<file path="src/rtl/csm_pkg.sv">
// csm_pkg: shared types and constants for the CSM shared register memory.
// Error codes, lock owners, port states, request ops and the access check.
package csm_pkg;

    localparam int NUM_REGS = 4;
    localparam int DATA_W   = 8;
    localparam int IDX_W    = $clog2(NUM_REGS);

    typedef enum logic [1:0] {
        ERR_OK      = 2'b00,
        ERR_RANGE   = 2'b01,
        ERR_LOCKED  = 2'b10,
        ERR_ILLEGAL = 2'b11
    } err_t;

    typedef enum logic [1:0] {
        FREE  = 2'b00,
        OWN_A = 2'b01,
        OWN_B = 2'b10
    } owner_t;

    typedef enum logic {
        IDLE  = 1'b0,
        WDATA = 1'b1
    } port_state_t;

    typedef enum logic [2:0] {
        OP_NONE,
        OP_READ,
        OP_WSTART,
        OP_WRITE,
        OP_HOLD,
        OP_RELEASE,
        OP_ILLEGAL
    } op_t;

    function automatic logic in_range(
        input logic [DATA_W-1:0] addr
    );
        return addr < DATA_W'(NUM_REGS);
    endfunction

    // Range check first, then lock check against the pre-edge owner.
    function automatic err_t access_err(
        input op_t               op,
        input logic [DATA_W-1:0] addr,
        input owner_t            own,
        input owner_t            self
    );
        err_t e;
        e = ERR_OK;
        if (op == OP_READ || op == OP_WRITE ||
            op == OP_HOLD) begin
            if (!in_range(addr))
                e = ERR_RANGE;
            else if (own != FREE && own != self)
                e = ERR_LOCKED;
        end else if (op == OP_RELEASE) begin
            if (!in_range(addr))
                e = ERR_RANGE;
            else if (own != self)
                e = ERR_ILLEGAL;
        end
        return e;
    endfunction

endpackage

</file>
<file path="src/rtl/csm_shared_mem_if.sv">
// csm_shared_mem_if: host-side strobes and responses for ports A and B.
// The host drives the master side; the shared memory is the slave.
interface csm_shared_mem_if;
    import csm_pkg::*;

    logic [DATA_W-1:0] A_in_AD;
    logic              A_rw;
    logic              A_enable;
    logic              A_hold;
    logic              A_release;
    logic              A_ack;
    logic [1:0]        A_err;
    logic [DATA_W-1:0] A_out_data;

    logic [DATA_W-1:0] B_in_AD;
    logic              B_rw;
    logic              B_enable;
    logic              B_hold;
    logic              B_release;
    logic              B_ack;
    logic [1:0]        B_err;
    logic [DATA_W-1:0] B_out_data;

    modport master (
        output A_in_AD, A_rw, A_enable,
        output A_hold, A_release,
        input  A_ack, A_err, A_out_data,
        output B_in_AD, B_rw, B_enable,
        output B_hold, B_release,
        input  B_ack, B_err, B_out_data
    );

    modport slave (
        input  A_in_AD, A_rw, A_enable,
        input  A_hold, A_release,
        output A_ack, A_err, A_out_data,
        input  B_in_AD, B_rw, B_enable,
        input  B_hold, B_release,
        output B_ack, B_err, B_out_data
    );

endinterface

</file>
<file path="src/rtl/csm_port_fsm.sv">
// csm_port_fsm: per-port strobe decode, IDLE/WDATA sequencing and
// registered ack/err/out_data for one cycle after each command commits.
module csm_port_fsm
    import csm_pkg::*;
(
    input  logic              clk,
    input  logic              reset_n,
    input  logic [DATA_W-1:0] in_AD,
    input  logic              rw,
    input  logic              enable,
    input  logic              hold,
    input  logic              rel,
    output op_t               req_op,
    output logic [DATA_W-1:0] req_addr,
    output logic [DATA_W-1:0] req_data,
    input  err_t              rsp_err,
    input  logic [DATA_W-1:0] rsp_data,
    output logic              ack,
    output logic [1:0]        err,
    output logic [DATA_W-1:0] out_data
);

    port_state_t       state;
    logic [DATA_W-1:0] addr_q;
    logic              multi;
    logic              sel_rd;
    logic              sel_wr;
    logic              sel_hd;
    logic              sel_rl;
    logic              sel_none;

    // One-hot strobe classification; exactly one select is true.
    always_comb begin
        multi    = (enable & hold) | (enable & rel) |
                   (hold & rel);
        sel_rd   = enable & ~rw & ~multi;
        sel_wr   = enable & rw & ~multi;
        sel_hd   = hold & ~multi;
        sel_rl   = rel & ~multi;
        sel_none = ~(enable | hold | rel);
    end

    // Request for the coming edge; WDATA ignores strobes.
    always_comb begin
        req_op   = OP_NONE;
        req_addr = in_AD;
        req_data = in_AD;
        if (state == WDATA) begin
            req_op   = OP_WRITE;
            req_addr = addr_q;
        end else begin
            unique case (1'b1)
                multi:    req_op = OP_ILLEGAL;
                sel_rd:   req_op = OP_READ;
                sel_wr:   req_op = OP_WSTART;
                sel_hd:   req_op = OP_HOLD;
                sel_rl:   req_op = OP_RELEASE;
                sel_none: req_op = OP_NONE;
                default:  req_op = OP_NONE;
            endcase
        end
    end

    // Sequence the port and register a one-cycle response.
    always_ff @(posedge clk or negedge reset_n) begin
        if (!reset_n) begin
            state    <= IDLE;
            addr_q   <= '0;
            ack      <= 1'b0;
            err      <= ERR_OK;
            out_data <= '0;
        end else begin
            ack      <= 1'b0;
            err      <= ERR_OK;
            out_data <= '0;
            unique case (req_op)
                OP_WSTART: begin
                    state  <= WDATA;
                    addr_q <= in_AD;
                end
                OP_WRITE: begin
                    state <= IDLE;
                    ack   <= 1'b1;
                    err   <= rsp_err;
                end
                OP_READ: begin
                    ack <= 1'b1;
                    err <= rsp_err;
                    if (rsp_err == ERR_OK)
                        out_data <= rsp_data;
                end
                OP_HOLD, OP_RELEASE: begin
                    ack <= 1'b1;
                    err <= rsp_err;
                end
                OP_ILLEGAL: begin
                    ack <= 1'b1;
                    err <= ERR_ILLEGAL;
                end
                default: ;
            endcase
        end
    end

endmodule

</file>
<file path="src/rtl/csm_shared_mem.sv">
// csm_shared_mem: two-port shared register file with per-register locks.
// Port A wins every same-edge conflict against port B.
module csm_shared_mem
    import csm_pkg::*;
(
    input  logic            clk,
    input  logic            reset_n,
    csm_shared_mem_if.slave bus
);

    logic [DATA_W-1:0] mem [NUM_REGS];
    owner_t            lock [NUM_REGS];

    op_t               a_op;
    op_t               b_op;
    logic [DATA_W-1:0] a_addr;
    logic [DATA_W-1:0] b_addr;
    logic [DATA_W-1:0] a_data;
    logic [DATA_W-1:0] b_data;
    logic [DATA_W-1:0] a_rdata;
    logic [DATA_W-1:0] b_rdata;
    logic [IDX_W-1:0]  a_idx;
    logic [IDX_W-1:0]  b_idx;
    err_t              a_err;
    err_t              b_err;
    logic              a_wr;
    logic              b_wr;
    logic              a_hd;
    logic              b_hd;
    logic              a_rl;
    logic              b_rl;

    csm_port_fsm u_port_a (
        .clk      (clk),
        .reset_n  (reset_n),
        .in_AD    (bus.A_in_AD),
        .rw       (bus.A_rw),
        .enable   (bus.A_enable),
        .hold     (bus.A_hold),
        .rel      (bus.A_release),
        .req_op   (a_op),
        .req_addr (a_addr),
        .req_data (a_data),
        .rsp_err  (a_err),
        .rsp_data (a_rdata),
        .ack      (bus.A_ack),
        .err      (bus.A_err),
        .out_data (bus.A_out_data)
    );

    csm_port_fsm u_port_b (
        .clk      (clk),
        .reset_n  (reset_n),
        .in_AD    (bus.B_in_AD),
        .rw       (bus.B_rw),
        .enable   (bus.B_enable),
        .hold     (bus.B_hold),
        .rel      (bus.B_release),
        .req_op   (b_op),
        .req_addr (b_addr),
        .req_data (b_data),
        .rsp_err  (b_err),
        .rsp_data (b_rdata),
        .ack      (bus.B_ack),
        .err      (bus.B_err),
        .out_data (bus.B_out_data)
    );

    // Verdicts against pre-edge state; B loses same-register ties.
    always_comb begin
        a_idx   = a_addr[IDX_W-1:0];
        b_idx   = b_addr[IDX_W-1:0];
        a_rdata = mem[a_idx];
        b_rdata = mem[b_idx];
        a_err   = access_err(a_op, a_addr,
                             lock[a_idx], OWN_A);
        b_err   = access_err(b_op, b_addr,
                             lock[b_idx], OWN_B);
        a_wr = (a_op == OP_WRITE) && (a_err == ERR_OK);
        a_hd = (a_op == OP_HOLD) && (a_err == ERR_OK);
        a_rl = (a_op == OP_RELEASE) && (a_err == ERR_OK);
        if (b_err == ERR_OK && b_idx == a_idx) begin
            if ((b_op == OP_WRITE && a_wr) ||
                (b_op == OP_HOLD && a_hd))
                b_err = ERR_LOCKED;
        end
        b_wr = (b_op == OP_WRITE) && (b_err == ERR_OK);
        b_hd = (b_op == OP_HOLD) && (b_err == ERR_OK);
        b_rl = (b_op == OP_RELEASE) && (b_err == ERR_OK);
    end

    // Register file: commit accepted writes.
    always_ff @(posedge clk or negedge reset_n) begin
        if (!reset_n) begin
            for (int i = 0; i < NUM_REGS; i++)
                mem[i] <= '0;
        end else begin
            if (a_wr)
                mem[a_idx] <= a_data;
            if (b_wr)
                mem[b_idx] <= b_data;
        end
    end

    // Lock table: commit accepted holds and releases.
    always_ff @(posedge clk or negedge reset_n) begin
        if (!reset_n) begin
            for (int i = 0; i < NUM_REGS; i++)
                lock[i] <= FREE;
        end else begin
            if (a_hd)
                lock[a_idx] <= OWN_A;
            if (a_rl)
                lock[a_idx] <= FREE;
            if (b_hd)
                lock[b_idx] <= OWN_B;
            if (b_rl)
                lock[b_idx] <= FREE;
        end
    end

endmodule

</file>
<file path="src/flat_wrapper.sv">
// flat-port wrapper written by rule: the top's interface ports become plain ports
module csm_shared_mem_flat import csm_pkg::*;
  (clk, reset_n, bus_A_in_AD, bus_A_rw, bus_A_enable, bus_A_hold, bus_A_release, bus_A_ack, bus_A_err, bus_A_out_data, bus_B_in_AD, bus_B_rw, bus_B_enable, bus_B_hold, bus_B_release, bus_B_ack, bus_B_err, bus_B_out_data);
  csm_shared_mem_if bus_i ();
  input  logic clk;
  input  logic reset_n;
  input wire logic [$bits(bus_i.A_in_AD)-1:0] bus_A_in_AD;
  input wire logic [$bits(bus_i.A_rw)-1:0] bus_A_rw;
  input wire logic [$bits(bus_i.A_enable)-1:0] bus_A_enable;
  input wire logic [$bits(bus_i.A_hold)-1:0] bus_A_hold;
  input wire logic [$bits(bus_i.A_release)-1:0] bus_A_release;
  output wire logic [$bits(bus_i.A_ack)-1:0] bus_A_ack;
  output wire logic [$bits(bus_i.A_err)-1:0] bus_A_err;
  output wire logic [$bits(bus_i.A_out_data)-1:0] bus_A_out_data;
  input wire logic [$bits(bus_i.B_in_AD)-1:0] bus_B_in_AD;
  input wire logic [$bits(bus_i.B_rw)-1:0] bus_B_rw;
  input wire logic [$bits(bus_i.B_enable)-1:0] bus_B_enable;
  input wire logic [$bits(bus_i.B_hold)-1:0] bus_B_hold;
  input wire logic [$bits(bus_i.B_release)-1:0] bus_B_release;
  output wire logic [$bits(bus_i.B_ack)-1:0] bus_B_ack;
  output wire logic [$bits(bus_i.B_err)-1:0] bus_B_err;
  output wire logic [$bits(bus_i.B_out_data)-1:0] bus_B_out_data;
  assign bus_i.A_in_AD = bus_A_in_AD;
  assign bus_i.A_rw = bus_A_rw;
  assign bus_i.A_enable = bus_A_enable;
  assign bus_i.A_hold = bus_A_hold;
  assign bus_i.A_release = bus_A_release;
  assign bus_A_ack = bus_i.A_ack;
  assign bus_A_err = bus_i.A_err;
  assign bus_A_out_data = bus_i.A_out_data;
  assign bus_i.B_in_AD = bus_B_in_AD;
  assign bus_i.B_rw = bus_B_rw;
  assign bus_i.B_enable = bus_B_enable;
  assign bus_i.B_hold = bus_B_hold;
  assign bus_i.B_release = bus_B_release;
  assign bus_B_ack = bus_i.B_ack;
  assign bus_B_err = bus_i.B_err;
  assign bus_B_out_data = bus_i.B_out_data;
  csm_shared_mem u_core (.clk(clk), .reset_n(reset_n), .bus(bus_i));
endmodule
</file>
<file path="config.mk">
export PLATFORM = sky130hd
export DESIGN_NAME = csm_shared_mem_flat
export DESIGN_NICKNAME = d
export VERILOG_FILES = /design/src/rtl/csm_pkg.sv /design/src/rtl/csm_shared_mem_if.sv /design/src/rtl/csm_port_fsm.sv /design/src/rtl/csm_shared_mem.sv /design/src/flat_wrapper.sv
export SDC_FILE = /design/constraint.sdc
export NUM_CORES = 1
export LEC_CHECK = 0
export BUFFER_PORTS_ARGS = -buffer_cell sky130_fd_sc_hd__buf_4
export CORE_ASPECT_RATIO = 1.25
export CORE_MARGIN = 5
export CORE_UTILIZATION = 60
export CTS_CLUSTER_SIZE = 16
export DETAILED_ROUTE_END_ITERATION = 10
export PLACE_DENSITY_LB_ADDON = 0.08
export SLEW_MARGIN = 20
export SYNTH_ARGS = -nofsm -noshare
export SYNTH_HDL_FRONTEND = slang
export SYNTH_HIERARCHICAL = 1
export SYNTH_SLANG_ARGS = --single-unit
</file>
<file path="constraint.sdc">
create_clock -name clk -period 3.9 [get_ports clk]
set_input_delay 0.78 -clock clk [delete_from_list [all_inputs] [get_ports clk]]
set_output_delay 0.78 -clock clk [all_outputs]
set_load 0.05 [all_outputs]
</file>
### After elaboration in Yosys (flattened, before gate mapping)

Index checks and enable logic that the tools add are counted.

* $lt $le $gt $ge: 6
* eq/ne operators: 15
* multiplexer cells: 58
* bitwise gates (word level): 38
* reduce and logical (&&, ||, !) cells: 29

Operator list (number)
* 8-bit 2-to-1 mux: 16
* 32-bit bitwise mux: 2
* 32-bit 2-to-1 mux: 2
* 2-bit 2-to-1 mux: 20
* 8-bit binary-select mux with 2-bit select: 2
* 8-bit demux with 2-bit select: 2
* 3-bit one-hot mux with 5 select lines: 2
* 1-bit AND: 18
* 3-bit equality test (second input constant): 6
* 8-bit AND: 2
* 8-bit by 3-bit < comparator with 1-bit output (second input constant): 2
* 8-bit inverter: 2
* 1-bit logical AND: 13
* 3-bit by 2-bit equality test with 1-bit output (second input constant): 4
* 5-bit OR reduction: 2
* 4-bit AND: 2
* 2-bit binary-select mux with 2-bit select: 2
* 2-bit demux with 2-bit select: 2
* 4-bit inverter: 2
* 4-bit OR: 2
* 2-bit one-hot mux with 2 select lines: 2
* 2-bit nonzero test: 4
* 4-bit OR reduction: 2
* 3-bit by 1-bit equality test with 1-bit output (second input constant): 2
* 13 further kinds: 31

* register bits after elaboration: 80
* input bits: 26
* output and inout port bits: 22
* word-level logic and storage cells: 164

### Depth between registers and ports, before layout

Gate-level depths: netlist of the first run.

* depth in word-level cells: 22
* depth in mapped cells: 15
* mapped depth without buffers: 11

### Cells and area by module

Netlist of the first run, hierarchy kept.

By module, submodules not included
* csm_shared_mem: times used 1, cells an instance 220, area an instance 2916.5 um2, seq. area each 1001.0 um2
* csm_port_fsm: times used 2, cells an instance 77, area an instance 994.7 um2, seq. area each 500.5 um2

### Worst setup path before layout of the first run

No wires, ideal clock.

* path type: input-to-reg
* start: input bus_A_in_AD[4]
* end: register u_core.u_port_b.out_data[0]
* library setup time: 0.119 ns
* data arrival time: 3.189 ns
* required time: 3.781 ns
* setup slack: 0.592 ns
* stages: 10
* path buffers: 2
* path through: mux2_2 or4_1 o32a_1 a21o_1 buf_6 buf_2 or2_1 o2bb2ai_1 nor4b_4 and2_1

* word-level cells in the longest chain between the ends: 14
* elaborated cells between the ends (all ways): 17
* those cells by class: 1 x order compare; 9 x mux; 7 x reduce/logical

RTL lines
* start, declared: line flat_wrapper.sv:7 `input wire logic [$bits(bus_i.A_in_AD)-1:0] bus_A_in_AD;`
* 8-bit 2-to-1 mux *: line csm_port_fsm.sv:48 `if (state == WDATA) begin`
* 8-bit by 3-bit < comparator with 1-bit output *: line csm_pkg.sv:40 `return addr < DATA_W'(NUM_REGS);`
* 2-bit 2-to-1 mux: line csm_pkg.sv:59 `if (!in_range(addr))`
* 2-bit 2-to-1 mux: line csm_pkg.sv:58 `end else if (op == OP_RELEASE) begin`
* 2-bit 2-to-1 mux *: line csm_pkg.sv:52 `if (op == OP_READ || op == OP_WRITE ||`
* 2-bit logical NOT *: line csm_shared_mem.sv:79, csm_shared_mem.sv:80
* 1-bit logical AND, on equally long branches: line csm_shared_mem.sv:79, csm_shared_mem.sv:80
* 1-bit logical AND, on equally long branches: line csm_shared_mem.sv:83, csm_shared_mem.sv:84
* 1-bit logical OR *: line csm_shared_mem.sv:83 `if ((b_op == OP_WRITE && a_wr) ||`
* 2-bit 2-to-1 mux *: line csm_shared_mem.sv:83
* 2-bit 2-to-1 mux *: line csm_shared_mem.sv:82 `if (b_err == ERR_OK && b_idx == a_idx) begin`
* named net u_core.b_err[1]: line csm_shared_mem.sv:25 `err_t b_err;`
* 2-bit logical NOT *: line csm_port_fsm.sv:89 `if (rsp_err == ERR_OK)`
* 8-bit 2-to-1 mux *: line csm_port_fsm.sv:89
* 8-bit 2-to-1 mux *: line csm_port_fsm.sv:76 `unique case (req_op)`
* end signal, assigned: line csm_port_fsm.sv:90 `out_data <= rsp_data;`
* end, declared: line csm_port_fsm.sv:20 `output logic [DATA_W-1:0] out_data`

The timed path passes the listed nets; every way through them passes the cells marked *.
A chain may end at the register's enable or synchronous reset.

### Worst setup path in the final report of the first run

* start: register u_core.u_port_a.state
* end: register u_core/mem[7] (netlist name)

* elaborated cells between the ends (all ways): 43
* those cells by class: 3 x order compare; 6 x eq/ne; 19 x mux; 1 x bitwise; 14 x reduce/logical

RTL lines
* start, declared: line csm_port_fsm.sv:23 `port_state_t state;`
* start signal, assigned: line csm_port_fsm.sv:67 `state <= IDLE;`
* start signal, assigned: line csm_port_fsm.sv:78 `state <= WDATA;`
* start signal, assigned: line csm_port_fsm.sv:82 `state <= IDLE;`
* 8-bit 2-to-1 mux *: line csm_port_fsm.sv:48
* named net u_core.a_addr[4]: line csm_shared_mem.sv:16 `logic [DATA_W-1:0] a_addr;`
* 8-bit by 3-bit < comparator with 1-bit output *: line csm_pkg.sv:40
* 2-bit 2-to-1 mux: line csm_pkg.sv:59
* 2-bit 2-to-1 mux: line csm_pkg.sv:58
* 2-bit 2-to-1 mux *: line csm_pkg.sv:52
* 2-bit logical NOT *: line csm_shared_mem.sv:79, csm_shared_mem.sv:80
* 1-bit logical AND, on equally long branches: line csm_shared_mem.sv:79, csm_shared_mem.sv:80
* 1-bit logical AND, on equally long branches: line csm_shared_mem.sv:83, csm_shared_mem.sv:84
* 1-bit logical OR: line csm_shared_mem.sv:83
* 2-bit 2-to-1 mux: line csm_shared_mem.sv:83
* 2-bit 2-to-1 mux: line csm_shared_mem.sv:82
* 2-bit logical NOT: line csm_shared_mem.sv:87 `b_wr = (b_op == OP_WRITE) && (b_err == ERR_OK);`
* 1-bit logical AND: line csm_shared_mem.sv:87
* 32-bit 2-to-1 mux *: line csm_shared_mem.sv:100 `if (b_wr)`
* end signal, assigned by index: line csm_shared_mem.sv:99 `mem[a_idx] <= a_data;`
* end signal, assigned by index: line csm_shared_mem.sv:101 `mem[b_idx] <= b_data;`
* end, declared: line csm_shared_mem.sv:11 `logic [DATA_W-1:0] mem [NUM_REGS];`

The timed path passes the listed nets; every way through them passes the cells marked *. The select of a mux whose other input is x is not followed.

==> results of run 1 <==
layout by cell type, fill, tap and decap left out, drive strengths merged, types with 2 or more instances in the layout:
master | netlist | layout
and3 | 4 | 4
mux2i | 9 | 9
nor2 | 22 | 22
nand2b | 4 | 4
clkbuf | 7 | 12
xnor2 | 2 | 2
o2bb2ai | 2 | 2
mux4 | 20 | 20
o21ai | 2 | 2
nor2b | 6 | 6
dfrtp | 80 | 80
or2 | 3 | 3
mux2 | 96 | 96
o21bai | 4 | 4
a21oi | 9 | 9
o22a | 4 | 4
nor4b | 3 | 3
o22ai | 2 | 2
nor4 | 4 | 4
o32a | 2 | 2
clkinv | 0 | 3
inv | 9 | 9
o21a | 2 | 2
nor3 | 3 | 3
o211ai | 2 | 2
buf | 29 | 54
o2111ai | 7 | 7
and2 | 17 | 17
or4 | 2 | 2
nand2 | 8 | 8
nand3b | 3 | 3
metal layers:
layer | up-vias | share of wire, % | global-route usage (%)
met2 | 77 | 49 | 33.1
li1 | 1422 | - | -
met4 | 0 | 1.5 | 9.30
met5 | - | 0 | 0
met3 | 12 | 4.6 | 4.48
met1 | 1571 | 45 | 28.4
final cells by class:
type	instances	area (um2)	area share, %
repair buffers	54	409	7.63
multi-input cells	249	2620	48.9
inverters	9	33.8	0.630
clock inverters	4	30.0	0.560
flip-flops and latches	80	2000	37.3
well taps	97	121	2.26
clock buffers	12	145	2.71
report_power, final:
| group | switching, mW | internal [mW] |
|---|---|---|
| Sequential | 0.0838 | 0.954 |
| Combinational | 0.234 | 0.302 |
| Clock | 0.300 | 0.250 |
metrics by stage:
stage | cell area, um2 | power, mW | hold slack (ns) | instances
final | 5360 | 2.12 | 0.449 | 505
after global routing | 5360 | 2.24 | 0.517 | 505
after CTS | 5360 | 2.14 | 0.516 | 505
after detailed placement | 5180 | 1.59 | 0.493 | 489
after global placement | 5180 | 1.57 | 0.488 | 489
after floorplan | 4910 | 1.46 | 0.472 | 374
cell families (layout without fill, tap and decap cells):
| logic type | count (synthesis) | count (layout) | synth area share [%] |
|---|---|---|---|
| flops | 80 | 80 | 40.8 |
| mux | 125 | 125 | 34.9 |
| simple gates | 81 | 81 | 10.3 |
| compound gates | 41 | 41 | 7.88 |
| buf+inv | 45 | 79 | 5.81 |
| xor+xnor | 2 | 2 | 0.357 |
sequential cells by signal (all words and copies together) (netlist names):
name and flops:
u_core/mem 32, u_core/u_port_a/ack 1, u_core/u_port_b/err 2, u_core/u_port_a/err 2, u_core/u_port_b/state 1, u_core/u_port_b/ack 1
u_core/u_port_b/addr_q 8, u_core/lock 8, u_core/u_port_b/out_data 8, u_core/u_port_a/out_data 8, u_core/u_port_a/state 1, u_core/u_port_a/addr_q 8
path summary, 6_finish.rpt:
path | startpoint | end | slack, ns | cells after the start
worst max-delay path | u_core/u_port_a/state | u_core/mem[7] | 0.38 | 7
worst min-delay path | reset_n | u_core/u_port_a/err[1] | 0.45 | 1
worst max register to register | u_core/u_port_a/state | u_core/mem[7] | 0.38 | 7
worst min register to register | u_core/u_port_a/addr_q[0] | u_core/u_port_a/addr_q[0] | 0.52 | 1
max in group asynchronous | reset_n | u_core/u_port_b/out_data[6] | 2.97 | 1
min in group clk | u_core/u_port_a/addr_q[0] | u_core/u_port_a/addr_q[0] | 0.52 | 1
critical path: stages, from the launching register on:
cell and delay, ns:
dfrtp_1 0.70, mux2_2 0.39, or4_1 0.64, o32a_1 0.37, a21o_1 0.24, buf_4 0.22, o2111ai_4 0.49, mux2_4 0.34
==> flow_metrics.env, run 1 <==
export IMPL_outcome="complete, no violations"
export IMPL_grt_use_total_pct=21.1
export IMPL_synth_top_cell_by_area="dfrtp_1"
export IMPL_syn_avg_cell_area_um2=13.1
export IMPL_max_freq_ghz=0.284
export IMPL_worst_pin_slew_ns=0.717
export IMPL_io_pins=48
export IMPL_grt_pass1_vias=3257
export IMPL_finalCritPeriodShare_pct=90.2
export IMPL_tritoncts="yes"
export IMPL_peakVddDrop_v=0.000254
export IMPL_grt_pass1_wl_um=16700
export IMPL_firstDrtPassIters=4
export IMPL_ctsHtreeMaxLevel=3
export IMPL_report_final_slew_viol_count=0
export IMPL_relSlewSlack_pct=52.2
export IMPL_setup_violations=0
export IMPL_final_setup_skew_ns=0.0115
export IMPL_clockBufferDepth=2
export IMPL_yosys_area_top_type_share_pct=40.8
export IMPL_portBuffers=47
export IMPL_worst_slack_ns=0.383
export IMPL_gp_congestion=0.813
export IMPL_n_antenna_cell=0
export IMPL_pre_cts_slack_ns=0.282
export IMPL_post_synth_instance_area_um2=4910
export IMPL_seq_area_frac_synth_pct=40.8
export IMPL_synth_main_ff_cell="dfrtp_1"
export IMPL_ys_ff_latch=80
export IMPL_cp_data_required_time_ns=4.14
export IMPL_die_w_um=90.9
export IMPL_drv_cap=0
export IMPL_synth_area_top_cells="dfrtp_1, mux2_2, mux4_2, mux2_4, buf_4"
export IMPL_period_needed_ns=3.52
export IMPL_cts_sinks=80
export IMPL_synthTopCellsByCount="dfrtp_1, mux2_2, mux2_4"
export IMPL_gr_total_overflow=0
export IMPL_cts_hold_repair_buffers=0
export IMPL_drc=0
export IMPL_synth_edf_count=0
export IMPL_fp_coreArea_um2=8100
export IMPL_grt_max_degree=81
export IMPL_synthesis_nets=400
export IMPL_routedWlPerCell_um=19.9
export IMPL_fp_dieH_um=111
export IMPL_die_area_um2=10100
export IMPL_nNetsFinal=429
export IMPL_drtIter0Drc=143
export IMPL_num_rows=37
export IMPL_crit_arrival_ns=3.75
export IMPL_synthArstFlopShare_pct=100
export IMPL_vias_per_cell=6.10
export IMPL_start_util_pct=60.6
export IMPL_cts_reportedPaths_clkPinSlew_ns=0.08
export IMPL_end_kind="flop"
export IMPL_cts_buffers=9
export IMPL_rsz0062_at_grt="no"
export IMPL_power_leakage_nw=2.45
export IMPL_powerDensity_nw_per_um2=396
export IMPL_vias=3082
export IMPL_grt_antenna_before_repair=0
export IMPL_postCtsResizedCells=0
export IMPL_drtAntennaViolNets=0
export IMPL_critPathKind="flop to flop"
export IMPL_nFillCells=629
export IMPL_worstSetupStartpointType="flop"
export IMPL_hp_class="input port to asynchronous set/reset pin"
export IMPL_hold_violations=0
export IMPL_synth_warnings=6
export IMPL_synthCells=374
export IMPL_cts_root_buffer="clkbuf_8"
export IMPL_finalSetupTns_ns=0
export IMPL_routed_wl_um=10100
export IMPL_synth_distinct_cells=49
export IMPL_crit_fanout=14
export IMPL_clock_latency_ns=0.36
export IMPL_drive_gt1_share_pct=47.8
export IMPL_post_cts_buffers=0
export IMPL_hpwl_um=7160
export IMPL_syn_to_final_growth_pct=9.26
export IMPL_yosysMostFrequentCell="dfrtp_1"
export IMPL_final_util_pct=66.2
Power figures use the tool's default switching activity.
==> run 2, diff against run 1 <==
- CTS_BUF_LIST: not set -> sky130_fd_sc_hd__clkbuf_16
==> run 2 against run 1 <==
  * Final cell count did not move
  * Routed wire length rose by 0.21%
  * Flip-flop and latch count did not move
  * Clock skew fell by 0.0048 ns
  * Utilization rose by 1.1 points
  * Combinational power barely moved
  * Maximum frequency rose by 0.22%
  * Clock-buffer cell count fell by 3
  * Hold slack improved by 0.028 ns
  * Global-route usage rose by 0.097 points
  * Critical path depth did not move
  * Total power rose by 9.7%
  * Critical path type unchanged
  * Largest power group unchanged
  * Highest routed layer unchanged
==> flow_metrics.env, run 2 (same netlist as run 1, synthesis figures left out) <==
export IMPL_cts_root_buffer="clkbuf_16"
export IMPL_firstDrtPassIters=4
export IMPL_report_final_slew_viol_count=0
export IMPL_cts_sinks=80
export IMPL_setup_violations=0
export IMPL_outcome="complete, no violations"
export IMPL_start_util_pct=60.6
export IMPL_cts_hold_repair_buffers=0
export IMPL_max_freq_ghz=0.285
export IMPL_syn_to_final_growth_pct=11.1
export IMPL_slowest_stage="dfrtp_1"
export IMPL_grt_pass1_wl_um=16800
export IMPL_hp_class="input port to asynchronous set/reset pin"
export IMPL_vias_per_cell=6.09
export IMPL_drtAntennaViolNets=0
export IMPL_ff_latch_area_um2=2000
export IMPL_rsz0062_at_grt="no"
export IMPL_multiInputGateArea_um2=2620
export IMPL_hold_violations=0
export IMPL_drc=0
export IMPL_grt_pass1_vias=3255
export IMPL_final_setup_skew_ns=0.00667
export IMPL_crit_arrival_ns=3.73
export IMPL_worstSetupStartpointType="flop"
export IMPL_worst_pin_slew_ns=0.725
export IMPL_drive_gt1_share_pct=47.5
export IMPL_io_pins=48
export IMPL_fp_dieH_um=111
export IMPL_postCtsResizedCells=0
export IMPL_r2r_end="u_core/mem[3]"
export IMPL_fp_coreArea_um2=8100
export IMPL_clockBufferDepth=2
export IMPL_period_needed_ns=3.51
export IMPL_die_w_um=90.9
export IMPL_drv_cap=0
export IMPL_crit_buf_inv=1
export IMPL_critPathTopFamily="compound AO/OA/AOI/OAI gates"
export IMPL_grt_max_degree=81
export IMPL_grt_antenna_before_repair=0
export IMPL_hpwl_um=7160
export IMPL_crit_path_max_incr_delay_ns=0.69
export IMPL_post_cts_buffers=0
export IMPL_p_sw_share_pct=27.8
export IMPL_drtIter0Drc=136
export IMPL_r2r_slack_ns=0.39
export IMPL_cts_buffers=9
export IMPL_gp_congestion=0.813
export IMPL_path_depth=7
export IMPL_largest_reg_flops=32
export IMPL_finalSetupTns_ns=0
export IMPL_ctsHtreeMaxLevel=3
export IMPL_die_area_um2=10100
export IMPL_gr_total_overflow=0
export IMPL_end_kind="flop"
export IMPL_endpoint="u_core/mem[3]"
export IMPL_cp_data_required_time_ns=4.12
export IMPL_powerDensity_nw_per_um2=427
export IMPL_switchingPower_mw=0.647
export IMPL_routedWlPerCell_um=20.0
export IMPL_combinationalPowerShare_pct=23.0
export IMPL_startpoint="u_core/u_port_a/state"
export IMPL_r2r_cells=7
export IMPL_peakVddDrop_v=0.000302
export IMPL_tritoncts="yes"
export IMPL_layout_common_cells="dfrtp_1, mux2_2, buf_4"
export IMPL_path_cells="mux2_2 -> or4_1 -> o32a_1 -> a21o_1 -> buf_4 -> o2111ai_4 -> mux2_4"
export IMPL_crit_fanout=14
export IMPL_cellInternalPower_mw=1.68
export IMPL_nNetsFinal=429
export IMPL_num_rows=37
export IMPL_rr_startpoint="u_core/u_port_a/state"
export IMPL_p_seq_share_pct=44.6
export IMPL_final_common_cell="dfrtp_1"
export IMPL_clock_power_share_pct=32.4
export IMPL_critPathKind="flop to flop"
export IMPL_grt_use_total_pct=21.2
export IMPL_power_total_mw=2.33
export IMPL_vias=3074
export IMPL_largest_register="u_core/mem"
export IMPL_relSlewSlack_pct=51.7
export IMPL_n_antenna_cell=0
export IMPL_nFillCells=607
export IMPL_power_leakage_nw=2.50
export IMPL_cts_reportedPaths_clkPinSlew_ns=0.06
export IMPL_clock_latency_ns=0.34
export IMPL_routed_wl_um=10100
export IMPL_finalCritPeriodShare_pct=90.0
export IMPL_portBuffers=47
[run 2: cell types whose count changed in the layout (fill, tap and decap cells not counted)]
| cell | before | now |
|---|---|---|
| clkbuf_1 | 2 | 0 |
| clkbuf_16 | 0 | 9 |
| inv_1 | 9 | 11 |
| clkbuf_8 | 10 | 0 |
| clkinv_1 | 0 | 1 |
[run 2: power by group through the flow]
stage / registers (mW) / clock network, mW / logic (mW)
final: 1.04 / 0.754 / 0.536
after floorplan: 1.05 / 0 / 0.409
after detailed placement: 1.05 / 0 / 0.536
after global placement: 1.04 / 0 / 0.525
after global routing: 1.05 / 0.804 / 0.582
after CTS: 1.04 / 0.768 / 0.538
[run 2: final cells by class]
type / instances / share of cell area [%]
Multi-Input combinational cell: 249 / 48.0
Sequential cell: 80 / 36.7
Timing Repair Buffer: 54 / 7.51
Clock buffer: 9 / 4.13
Tap cell: 97 / 2.23
Clock inverter: 7 / 0.757
Inverter: 9 / 0.620
[run 2: how the worst min path moves through the flow]
stage               cells past startpoint  slack (ns)                        end                       from
finish                                  1        0.48     u_core/u_port_a/err[1]                    reset_n
global route                            1        0.52  u_core/u_port_b/addr_q[3]  u_core/u_port_b/addr_q[3]
CTS                                     1        0.51  u_core/u_port_b/addr_q[3]  u_core/u_port_b/addr_q[3]
detailed placement                      1        0.49  u_core/u_port_b/addr_q[5]  u_core/u_port_b/addr_q[5]
global placement                        1        0.49  u_core/u_port_b/addr_q[6]  u_core/u_port_b/addr_q[6]
floorplan                               2        0.47             u_core/lock[0]             u_core/lock[0]
[run 2: per-layer routing]
layer | global-route usage, % | routed length, um | part of all wire (%) | vias to the layer above
li1 | - | - | - | 1429
met1 | 28.3 | 4590 | 45 | 1552
met2 | 33.1 | 4820 | 48 | 76
met3 | 4.41 | 438 | 4.3 | 17
met4 | 10.3 | 241 | 2.4 | 0
met5 | 0 | 0 | 0 | -
[run 2: worst reg2reg max path: stages (launching register included)]
cell and delay, ns:
dfrtp_1 0.69, mux2_2 0.40, or4_1 0.64, o32a_1 0.37, a21o_1 0.23, buf_4 0.22, o2111ai_4 0.49, mux2_4 0.35
[run 2: metrics by stage]
| step | instance area [um2] | setup WS, ns | instances | hold slack, ns | utilization [%] |
|---|---|---|---|---|---|
| 5_1_grt | 5450 | 0.267 | 505 | 0.522 | 67.3 |
| 4_1_cts | 5450 | 0.365 | 505 | 0.511 | 67.2 |
| 2_1_floorplan | 4910 | 0.592 | 374 | 0.472 | - |
| 3_5_place_dp | 5180 | 0.282 | 489 | 0.493 | 64.0 |
| 6_report | 5450 | 0.391 | 505 | 0.477 | 67.3 |
| 3_3_place_gp | 5180 | 0.314 | 489 | 0.488 | 64.0 |
==> run 3, diff against run 2 <==
- CORE_ASPECT_RATIO: 1.25 -> not set
- CTS_CLUSTER_SIZE: 16 -> 28
- clock period: 3.9 -> 3.5 ns (I/O delays scaled with it)
==> run 3 against run 2 <==
  * Maximum frequency up 7.1%
  * Cell area rose by 3.4%
  * Largest cell class unchanged
  * Clock power up 43%
  * Total power increased by 22%
  * Sequential power rose by 12%
  * Clock-buffer cell count unchanged
  * Register-to-register slack worse by 0.17 ns
  * Die area shrank 0.11%
  * Global-route usage grew 0.85 points
  * Critical path depth rose by 1
  * Non-clock buffer count is 10 higher
  * Flip-flop and latch count is the same
==> flow_metrics.env, run 3 (same netlist as run 1, synthesis figures left out) <==
export IMPL_clockBufferDepth=2
export IMPL_crit_path_max_incr_delay_ns=0.57
export IMPL_clock_latency_ns=0.34
export IMPL_r2r_slack_ns=0.22
export IMPL_ctsHtreeMaxLevel=3
export IMPL_timing_hold_ws_ns=0.369
export IMPL_num_rows=33
export IMPL_routedWlPerCell_um=20.1
export IMPL_rsz0062_at_grt="no"
export IMPL_top_layer="met4"
export IMPL_wl_met3_um=599
export IMPL_place_area_um2=5290
export IMPL_grt_pass1_wl_um=17000
export IMPL_fp_coreArea_um2=8090
export IMPL_combinationalPowerShare_pct=21.3
export IMPL_grt_antenna_before_repair=0
export IMPL_fin_area_um2=5640
export IMPL_grt_max_degree=81
export IMPL_worstSetupStartpointType="flop"
export IMPL_slowest_stage="or4_1"
export IMPL_outcome="complete, no violations"
export IMPL_drive_gt1_share_pct=49.4
export IMPL_die_w_um=100
export IMPL_powerDensity_nw_per_um2=505
export IMPL_finalCritPeriodShare_pct=93.6
export IMPL_crit_fanout=9
export IMPL_postCtsResizedCells=0
export IMPL_final_util_pct=69.7
export IMPL_finalSetupTns_ns=0
export IMPL_final_common_cell="dfrtp_1"
export IMPL_hp_class="input port to asynchronous set/reset pin"
export IMPL_critPathKind="flop to flop"
export IMPL_power_leakage_nw=2.59
export IMPL_drtIter0Drc=135
export IMPL_fp_dieH_um=100
export IMPL_wl_met2_um=4830
export IMPL_gp_congestion=0.783
export IMPL_cts_buffers=9
export IMPL_firstDrtPassIters=4
export IMPL_hpwl_um=7250
export IMPL_p_sw_share_pct=26.1
export IMPL_period_needed_ns=3.28
export IMPL_hold_violations=0
export IMPL_largest_register="u_core/mem"
export IMPL_setup_violations=0
export IMPL_io_pins=48
export IMPL_cts_sinks=80
export IMPL_worst_pin_slew_ns=0.733
export IMPL_drv_cap=0
export IMPL_cp_data_required_time_ns=3.72
export IMPL_drtAntennaViolNets=0
export IMPL_crit_arrival_ns=3.49
export IMPL_clock_power_share_pct=38.0
export IMPL_post_cts_buffers=0
export IMPL_path_cells="mux2_2 -> or4_1 -> buf_4 -> nor4_4 -> and3_1 -> buf_4 -> mux2_2 -> mux2_4"
export IMPL_largest_reg_flops=32
export IMPL_cts_hold_repair_buffers=0
export IMPL_cellInternalPower_mw=2.10
export IMPL_relSlewSlack_pct=51.1
export IMPL_start_util_pct=60.6
export IMPL_r2r_end="u_core/mem[6]"
export IMPL_layout_common_cells="dfrtp_1, mux2_2, buf_4"
export IMPL_tritoncts="yes"
export IMPL_end_kind="flop"
export IMPL_die_area_um2=10100
export IMPL_pre_cts_slack_ns=0.0913
export IMPL_vias=3160
export IMPL_worst_slack_ns=0.224
export IMPL_grt_pass1_vias=3149
export IMPL_switchingPower_mw=0.742
export IMPL_portBuffers=47
export IMPL_nNetsFinal=439
export IMPL_syn_to_final_growth_pct=14.9
export IMPL_rr_startpoint="u_core/u_port_a/state"
export IMPL_grt_use_total_pct=22.1
export IMPL_cts_reportedPaths_clkPinSlew_ns=0.06
export IMPL_peakVddDrop_v=0.000292
export IMPL_r2r_cells=8
export IMPL_max_freq_ghz=0.305
export IMPL_final_setup_skew_ns=0.00605
export IMPL_gr_total_overflow=0
export IMPL_p_seq_share_pct=40.8
export IMPL_drc=0
export IMPL_n_antenna_cell=0
export IMPL_report_final_slew_viol_count=0
export IMPL_cts_root_buffer="clkbuf_16"
export IMPL_routed_wl_um=10500
export IMPL_vias_per_cell=6.05
export IMPL_met1Wirelength_um=4890
-- run 3: worst max path at each step --
stage	startpoint	to	slack, ns	cells past startpoint
2_1_floorplan	u_core/u_port_a/state	u_core/u_port_b/out_data[0]	0.27	11
3_3_place_gp	bus_A_in_AD[4]	u_core/mem[0]	0.11	9
3_5_place_dp	bus_A_in_AD[4]	u_core/mem[6]	0.09	9
4_1_cts	u_core/u_port_a/state	u_core/mem[6]	0.21	8
5_1_grt	u_core/u_port_a/state	u_core/mem[6]	0.12	8
6_report	u_core/u_port_a/state	u_core/mem[6]	0.22	8
-- run 3: cell type report --
type / count / area (um2)
multi-input combinational: 249 / 2620
tap: 105 / 131
sequential: 80 / 2000
inverter: 9 / 33.8
clock inverter: 6 / 116
fill: 604 / 2460
timing repair buffer: 64 / 509
clock buffer: 9 / 225
-- run 3: power by group through the flow --
| stage | registers [mW] | clock network (mW) | logic, mW |
|---|---|---|---|
| after floorplan | 1.17 | 0 | 0.456 |
| after global placement | 1.17 | 0 | 0.587 |
| after detailed placement | 1.17 | 0 | 0.600 |
| after CTS | 1.16 | 1.10 | 0.606 |
| after global routing | 1.18 | 1.13 | 0.655 |
| final | 1.16 | 1.08 | 0.605 |
-- run 3: routing by layer --
metal	track usage, %	vias to the layer above
li1	-	1443
met1	32.2	1607
met2	33.1	98
met3	4.66	12
met4	7.46	0
met5	0	-
-- run 3: critical path, delay by kind of cell, from the launching register on --
family / cells / cell delay (ns)
flip-flops: 1 / 0.56
AND/OR/NAND/NOR: 3 / 1.22
multiplexers: 3 / 0.99
buffers and inverters: 2 / 0.38
-- run 3: stage by stage --
step	cells	power, mW
after floorplan	374	1.62
after global placement	507	1.75
after detailed placement	507	1.77
after CTS	522	2.86
after global routing	522	2.97
final	522	2.85
